`src/rtl/spi_pwm_array.sv`:
```
// SPI-programmed PWM array: NUM_CH channels with double-buffered duty, shared period and prescaler.
// SPI pins are synchronised into clk; frames commit on the chip-select rising edge.
module spi_pwm_array #(
  parameter int unsigned NUM_CH    = 16,
  parameter int unsigned CNT_W     = 8,
  parameter int unsigned PRESC_W   = 8,
  parameter int unsigned PRESC_RST = 0,
  parameter int unsigned SYNC_STG  = 2
) (
  input  logic              clk,
  input  logic              rst_n,
  input  logic              sclk,
  input  logic              copi,
  input  logic              ncs,
  output logic [NUM_CH-1:0] out_en,
  output logic [NUM_CH-1:0] pwm_out,
  output logic              period_wrap,
  output logic              frame_err
);

  localparam int unsigned CntBytes = (CNT_W + 7) / 8;
  localparam int unsigned CntPadW  = CntBytes * 8;
  localparam int unsigned PscBytes = (PRESC_W + 7) / 8;
  localparam int unsigned PscPadW  = PscBytes * 8;

  // Reset asserts asynchronously and releases synchronously to clk.
  logic [1:0] rst_sync_q;
  logic       rst_core_n;

  always_ff @(posedge clk or negedge rst_n) begin
    if (!rst_n) rst_sync_q <= 2'b00;
    else        rst_sync_q <= {rst_sync_q[0], 1'b1};
  end

  assign rst_core_n = rst_sync_q[1];

  // SPI input synchronisers and edge detection
  logic [SYNC_STG-1:0] sclk_sync_q, copi_sync_q, ncs_sync_q;
  logic                sclk_prev_q, ncs_prev_q;
  logic                sclk_s, copi_s, ncs_s;
  logic                sclk_rise, ncs_rise, ncs_fall;

  // ncs resets to 0 so a select held low across reset never produces a frame.
  always_ff @(posedge clk or negedge rst_core_n) begin
    if (!rst_core_n) begin
      sclk_sync_q <= '0;
      copi_sync_q <= '0;
      ncs_sync_q  <= '0;
      sclk_prev_q <= 1'b0;
      ncs_prev_q  <= 1'b0;
    end else begin
      sclk_sync_q <= {sclk_sync_q[SYNC_STG-2:0], sclk};
      copi_sync_q <= {copi_sync_q[SYNC_STG-2:0], copi};
      ncs_sync_q  <= {ncs_sync_q[SYNC_STG-2:0], ncs};
      sclk_prev_q <= sclk_s;
      ncs_prev_q  <= ncs_s;
    end
  end

  assign sclk_s    = sclk_sync_q[SYNC_STG-1];
  assign copi_s    = copi_sync_q[SYNC_STG-1];
  assign ncs_s     = ncs_sync_q[SYNC_STG-1];
  assign sclk_rise = sclk_s & ~sclk_prev_q;
  assign ncs_rise  = ncs_s & ~ncs_prev_q;
  assign ncs_fall  = ~ncs_s & ncs_prev_q;

  // Frame receiver
  logic        active_q, active_d;
  logic [4:0]  bit_cnt_q, bit_cnt_d;
  logic [15:0] shift_q, shift_d;
  logic        wr_req_q, wr_req_d;
  logic [6:0]  wr_addr_q, wr_addr_d;
  logic [7:0]  wr_data_q, wr_data_d;
  logic        frame_err_q, frame_err_d;

  always_comb begin
    active_d    = active_q;
    bit_cnt_d   = bit_cnt_q;
    shift_d     = shift_q;
    wr_req_d    = 1'b0;
    wr_addr_d   = wr_addr_q;
    wr_data_d   = wr_data_q;
    frame_err_d = 1'b0;
    if (ncs_fall) begin
      active_d  = 1'b1;
      bit_cnt_d = 5'd0;
    end else if (active_q && ncs_rise) begin
      active_d  = 1'b0;
      bit_cnt_d = 5'd0;
      if (bit_cnt_q == 5'd16) begin
        wr_req_d  = shift_q[15];
        wr_addr_d = shift_q[14:8];
        wr_data_d = shift_q[7:0];
      end else begin
        frame_err_d = 1'b1;
      end
    end else if (active_q && !ncs_s && sclk_rise) begin
      shift_d = {shift_q[14:0], copi_s};
      if (bit_cnt_q != 5'd17) bit_cnt_d = bit_cnt_q + 5'd1;
    end
  end

  always_ff @(posedge clk or negedge rst_core_n) begin
    if (!rst_core_n) begin
      active_q    <= 1'b0;
      bit_cnt_q   <= 5'd0;
      shift_q     <= 16'h0000;
      wr_req_q    <= 1'b0;
      wr_addr_q   <= 7'h00;
      wr_data_q   <= 8'h00;
      frame_err_q <= 1'b0;
    end else begin
      active_q    <= active_d;
      bit_cnt_q   <= bit_cnt_d;
      shift_q     <= shift_d;
      wr_req_q    <= wr_req_d;
      wr_addr_q   <= wr_addr_d;
      wr_data_q   <= wr_data_d;
      frame_err_q <= frame_err_d;
    end
  end

  // Register file
  logic [NUM_CH-1:0]            en_out_q, en_out_d;
  logic [NUM_CH-1:0]            en_pwm_q, en_pwm_d;
  logic [CNT_W-1:0]             period_q, period_d;
  logic [PRESC_W-1:0]           presc_q, presc_d;
  logic [NUM_CH-1:0][CNT_W-1:0] duty_pend_q, duty_pend_d;
  logic [CntPadW-1:0]           period_pad;
  logic [PscPadW-1:0]           presc_pad;

  always_comb begin
    en_out_d    = en_out_q;
    en_pwm_d    = en_pwm_q;
    duty_pend_d = duty_pend_q;
    period_pad  = CntPadW'(period_q);
    presc_pad   = PscPadW'(presc_q);
    if (wr_req_q) begin
      for (int k = 0; k < int'(NUM_CH / 8) && k < 4; k++) begin
        if (wr_addr_q == 7'(k))     en_out_d[8*k +: 8] = wr_data_q;
        if (wr_addr_q == 7'(4 + k)) en_pwm_d[8*k +: 8] = wr_data_q;
      end
      for (int i = 0; i < int'(NUM_CH); i++) begin
        if (wr_addr_q == 7'(16 + i)) duty_pend_d[i] = CNT_W'(wr_data_q);
      end
      // Byte 0 sits at 0x08/0x09; upper bytes live at 0x0A/0x0B and 0x0C/0x0D.
      for (int b = 0; b < int'(CntBytes) && b < 3; b++) begin
        if (wr_addr_q == ((b == 0) ? 7'h08 : 7'(9 + b))) period_pad[8*b +: 8] = wr_data_q;
      end
      for (int b = 0; b < int'(PscBytes) && b < 3; b++) begin
        if (wr_addr_q == ((b == 0) ? 7'h09 : 7'(11 + b))) presc_pad[8*b +: 8] = wr_data_q;
      end
    end
    period_d = period_pad[CNT_W-1:0];
    presc_d  = presc_pad[PRESC_W-1:0];
  end

  always_ff @(posedge clk or negedge rst_core_n) begin
    if (!rst_core_n) begin
      en_out_q    <= '0;
      en_pwm_q    <= '0;
      period_q    <= '1;
      presc_q     <= PRESC_W'(PRESC_RST);
      duty_pend_q <= '0;
    end else begin
      en_out_q    <= en_out_d;
      en_pwm_q    <= en_pwm_d;
      period_q    <= period_d;
      presc_q     <= presc_d;
      duty_pend_q <= duty_pend_d;
    end
  end

  // Timebase; >= comparisons let a shrunken PERIOD/PRESCALE wrap on the next tick.
  logic [PRESC_W-1:0]           presc_cnt_q, presc_cnt_d;
  logic [CNT_W-1:0]             cnt_q, cnt_d;
  logic [NUM_CH-1:0][CNT_W-1:0] duty_act_q, duty_act_d;
  logic                         tick, wrap;

  always_comb begin
    tick        = (presc_cnt_q >= presc_q);
    wrap        = tick && (cnt_q >= period_q);
    presc_cnt_d = tick ? '0 : presc_cnt_q + 1'b1;
    cnt_d       = cnt_q;
    if (tick) cnt_d = wrap ? '0 : cnt_q + 1'b1;
    duty_act_d  = wrap ? duty_pend_q : duty_act_q;
  end

  // Registered outputs
  logic [NUM_CH-1:0] pwm_q, pwm_d;
  logic [NUM_CH-1:0] out_en_q;
  logic              wrap_q;

  always_comb begin
    pwm_d = '0;
    for (int i = 0; i < int'(NUM_CH); i++) begin
      pwm_d[i] = en_out_q[i] & (en_pwm_q[i] ? (cnt_q < duty_act_q[i]) : 1'b1);
    end
  end

  always_ff @(posedge clk or negedge rst_core_n) begin
    if (!rst_core_n) begin
      presc_cnt_q <= '0;
      cnt_q       <= '0;
      duty_act_q  <= '0;
      pwm_q       <= '0;
      out_en_q    <= '0;
      wrap_q      <= 1'b0;
    end else begin
      presc_cnt_q <= presc_cnt_d;
      cnt_q       <= cnt_d;
      duty_act_q  <= duty_act_d;
      pwm_q       <= pwm_d;
      out_en_q    <= en_out_q;
      wrap_q      <= wrap;
    end
  end

  assign out_en      = out_en_q;
  assign pwm_out     = pwm_q;
  assign period_wrap = wrap_q;
  assign frame_err   = frame_err_q;

endmodule

```
`config.mk`:
```
export PLATFORM = sky130hd
export DESIGN_NAME = spi_pwm_array
export DESIGN_NICKNAME = d
export VERILOG_FILES = /design/src/rtl/spi_pwm_array.sv
export SDC_FILE = /design/constraint.sdc
export NUM_CORES = 1
export LEC_CHECK = 0
export CAP_MARGIN = 20
export CELL_PAD_IN_SITES_DETAIL_PLACEMENT = 0
export CELL_PAD_IN_SITES_GLOBAL_PLACEMENT = 2
export CORE_MARGIN = 2
export CORE_UTILIZATION = 30
export CTS_BUF_LIST = sky130_fd_sc_hd__clkbuf_4
export DETAILED_ROUTE_END_ITERATION = 16
export PLACE_DENSITY = 0.58
export SYNTH_ARGS = -nofsm -noshare
export SYNTH_HDL_FRONTEND = slang
export SYNTH_SLANG_ARGS = --single-unit
```
`constraint.sdc`:
```
create_clock -name clk -period 24.1 [get_ports clk]
set_input_delay 6.025 -clock clk [delete_from_list [all_inputs] [get_ports clk]]
set_output_delay 6.025 -clock clk [all_outputs]
set_load 0.03 [all_outputs]
```
==> out/results.txt <==
Die Span Y = 251 um
largest net degree at the start of global routing = 84
Critical-path top delay cell = clkdlybuf4s50_1
fin nets = 1770
RSZ-0062 raised after global routing = no
GP Congestion = 0.686
post-layout instance area = 20900 sq um
crit path max fanout = 1
register clock-pin slew on the reported worst setup and hold paths = 0.06 ns
minimum clock period = 7.88 ns
floorplan die width = 251 um
PD cells = 62.7 nW/um^2
Primary FF master, synth = dfrtp_1
crit path DAT = 1.86 ns
Mapped Cells = 1517
Clock Tree Root = clkbuf_4
clk_skew = 0.0761 ns
DR WL/cell = 18.2 um
total number of vias = 11747
Hold Crit Class = register to register
CTS Buffer Depth = 3
HPWL Detailed = 25500 um
GR Util All Layers = 15.0%
Ports = 39
drt via density = 4.70
most frequent cells in the layout = dfrtp_1 (391), mux2_2 (206), inv_1 (171)
worst path bufs/invs = 1
vias in the first global route = 12594
Netlist cell types = 52
Setup TNS = 0 ns
status = finished, final reports clean
# Max-Cap Violations = 0
cts repair resizes = 0
Startpoint Class = register
final setup vio count = 0
number of hold buffers added after cts = 0
cells along the critical path = clkdlybuf4s50_1
Detail Route Antenna Nets = 0
first drt pass iteration count = 5
Rows = 90
fill count = 6062
FF+latch count, synth = 402
Residual DRC = 0
Overall Power = 0.00131 W
CTS tree = yes
sequential element share of the synthesized area = 55.1%
asr flop ratio synth = 100%
# H-tree levels = 3
first-pass GRT wire length = 72000 um
final period utilization = 32.7%
# clock sinks = 402
Core ar. = 60400 sq um
Worst setup EP type = output pin
Fmax achieved = 127 MHz
fin util = 34.7%
Leak = 9.97 nW
grt total ovfl = 0
die footprint = 63000 sq um
Syn Area/Cell = 12.1 sq um
Slew Viols, Final = 0
Synth Warn # = 0
Worst Tran Pin Value = 1.09 ns
Initial Util = 30.3%
CP Class = register to output pin
Peak supply drop = 0.0000300 V
EDFF count, synth = 0
synthesis-to-layout area growth = 14.4%
TritonCTS buffer count = 116
Worst Path Required = 18.07 ns
drt total wl = 45400 um
Syn Nets = 1655
share of cells above drive strength 1 = 26.6%
Post-Syn Area = 18300 sq um
placed cell area = 19500 sq um
family with the most delay on the worst path = buffers and inverters
most common cell after layout, fill and taps aside = dfrtp_1
DRT iter0 DRCs = 438
Rel. slew slack = 27.3%
I/O Buffers = 38
initial antenna violation count = 1
Worst-Skew Late Latency = 0.86 ns
max incr delay on CP = 0.67 ns
Setup Fix Bufs, Post-CTS = 0
Hold Violations, Final = 0
## through the flow
stage                     worst slack, ns  hold WS [ns]  instances
final                               16.22         0.345       2499
after global routing                16.08         0.360       2499
after CTS                           16.07         0.347       2496
after detailed placement            17.09         0.335       2294
after global placement              17.10         0.333       2294
after floorplan                     12.08         0.331       1517
## state kept, by name, indices dropped and copies added (netlist names), 5 cells and up
signal,flops
presc_cnt_q,8
en_out_q,16
duty_pend_q,128
bit_cnt_q,5
wr_data_q,8
duty_act_q,128
en_pwm_q,16
presc_q,8
shift_q,16
period_q,8
out_en,16
wr_addr_q,7
cnt_q,8
pwm_out,16
## cells in the mapped netlist (2+ instances only)
cell type    n  area share, %
or2_2        2          0.068
and3_1       8           0.27
o21ai_1    110            3.0
a21oi_1     33           0.90
dfrtp_1    394             54
a21o_1      37            1.5
xor2_1       7           0.34
mux2_4      16            1.3
buf_4        2          0.082
mux2_2     206             13
nor2b_1      5           0.17
nand2_1     31           0.64
dfstp_2      8            1.1
o22ai_1     18           0.62
nor3_1       3          0.082
nand2_2      3           0.10
nand4_1      5           0.17
a22o_1       4           0.19
o311a_1     16           0.88
xnor2_1      3           0.14
nand3_1    138            3.8
nor2_2       6           0.21
nand2b_1    20           0.68
ha_1       133            9.1
buf_6       10           0.62
inv_1      171            3.5
clkbuf_1    20           0.41
nor2_1      24           0.49
o21ai_0     27           0.74
buf_2       35           0.96
## per-layer routing
layer  track usage [%]  up-vias  part of all wire [%]
met5                 0        -                     0
met4              5.43        0                   1.8
met3              3.19       64                   4.2
met2              24.5      197                    47
met1              19.5     5916                    47
li1                  -     5570                     -
## worst paths after layout
| check | startpoint | end | slack (ns) | cells past startpoint |
|---|---|---|---|---|
| min in group asynchronous | rst_sync_q[1] | presc_cnt_q[5] | 0.41 | 0 |
| max in group asynchronous | rst_n | rst_sync_q[1] | 18.59 | 1 |
| worst min register to register | rst_sync_q[0] | rst_sync_q[1] | 0.34 | 0 |
| worst min-delay path | rst_sync_q[0] | rst_sync_q[1] | 0.34 | 0 |
| worst max register to register | cnt_q[0] | cnt_q[1] | 20.01 | 9 |
| worst max-delay path | pwm_out[8] | pwm_out[8] | 16.22 | 1 |
## report_power, final
group	switching, W	internal [W]	leakage (nW)
combinational	0.0000129	0.00000386	3.58
clock	0.000296	0.000317	0.841
sequential	0.00000399	0.000678	5.55
total	0.000313	0.000999	9.97
## cell type report
class / count / area, sq um / area share (%)
Antenna cell: 1 / 2.50 / 0.0120
Clock buffer: 168 / 1260 / 6.03
Clock inverter: 34 / 144 / 0.687
Inverter: 171 / 642 / 3.07
Multi-Input combinational cell: 877 / 7230 / 34.5
Sequential cell: 402 / 10100 / 48.1
Tap cell: 782 / 978 / 4.67
Timing Repair Buffer: 64 / 601 / 2.87
## logic make-up (layout without fill, tap and decap cells)
kind of cell               Yosys count  after routing  synth area share [%]
other                                1              2                0.0205
AOI/OAI and AO/OA                  252            252                  8.24
buffers and inverters              238            437                  5.58
muxes                              223            223                  14.1
DFF                                402            402                  55.1
and+or+nand+nor                    257            257                  7.43
xor gates and xnor gates            10             10                 0.479
adders and majority gates          134            134                  9.15
Power figures use the tool's default switching activity.
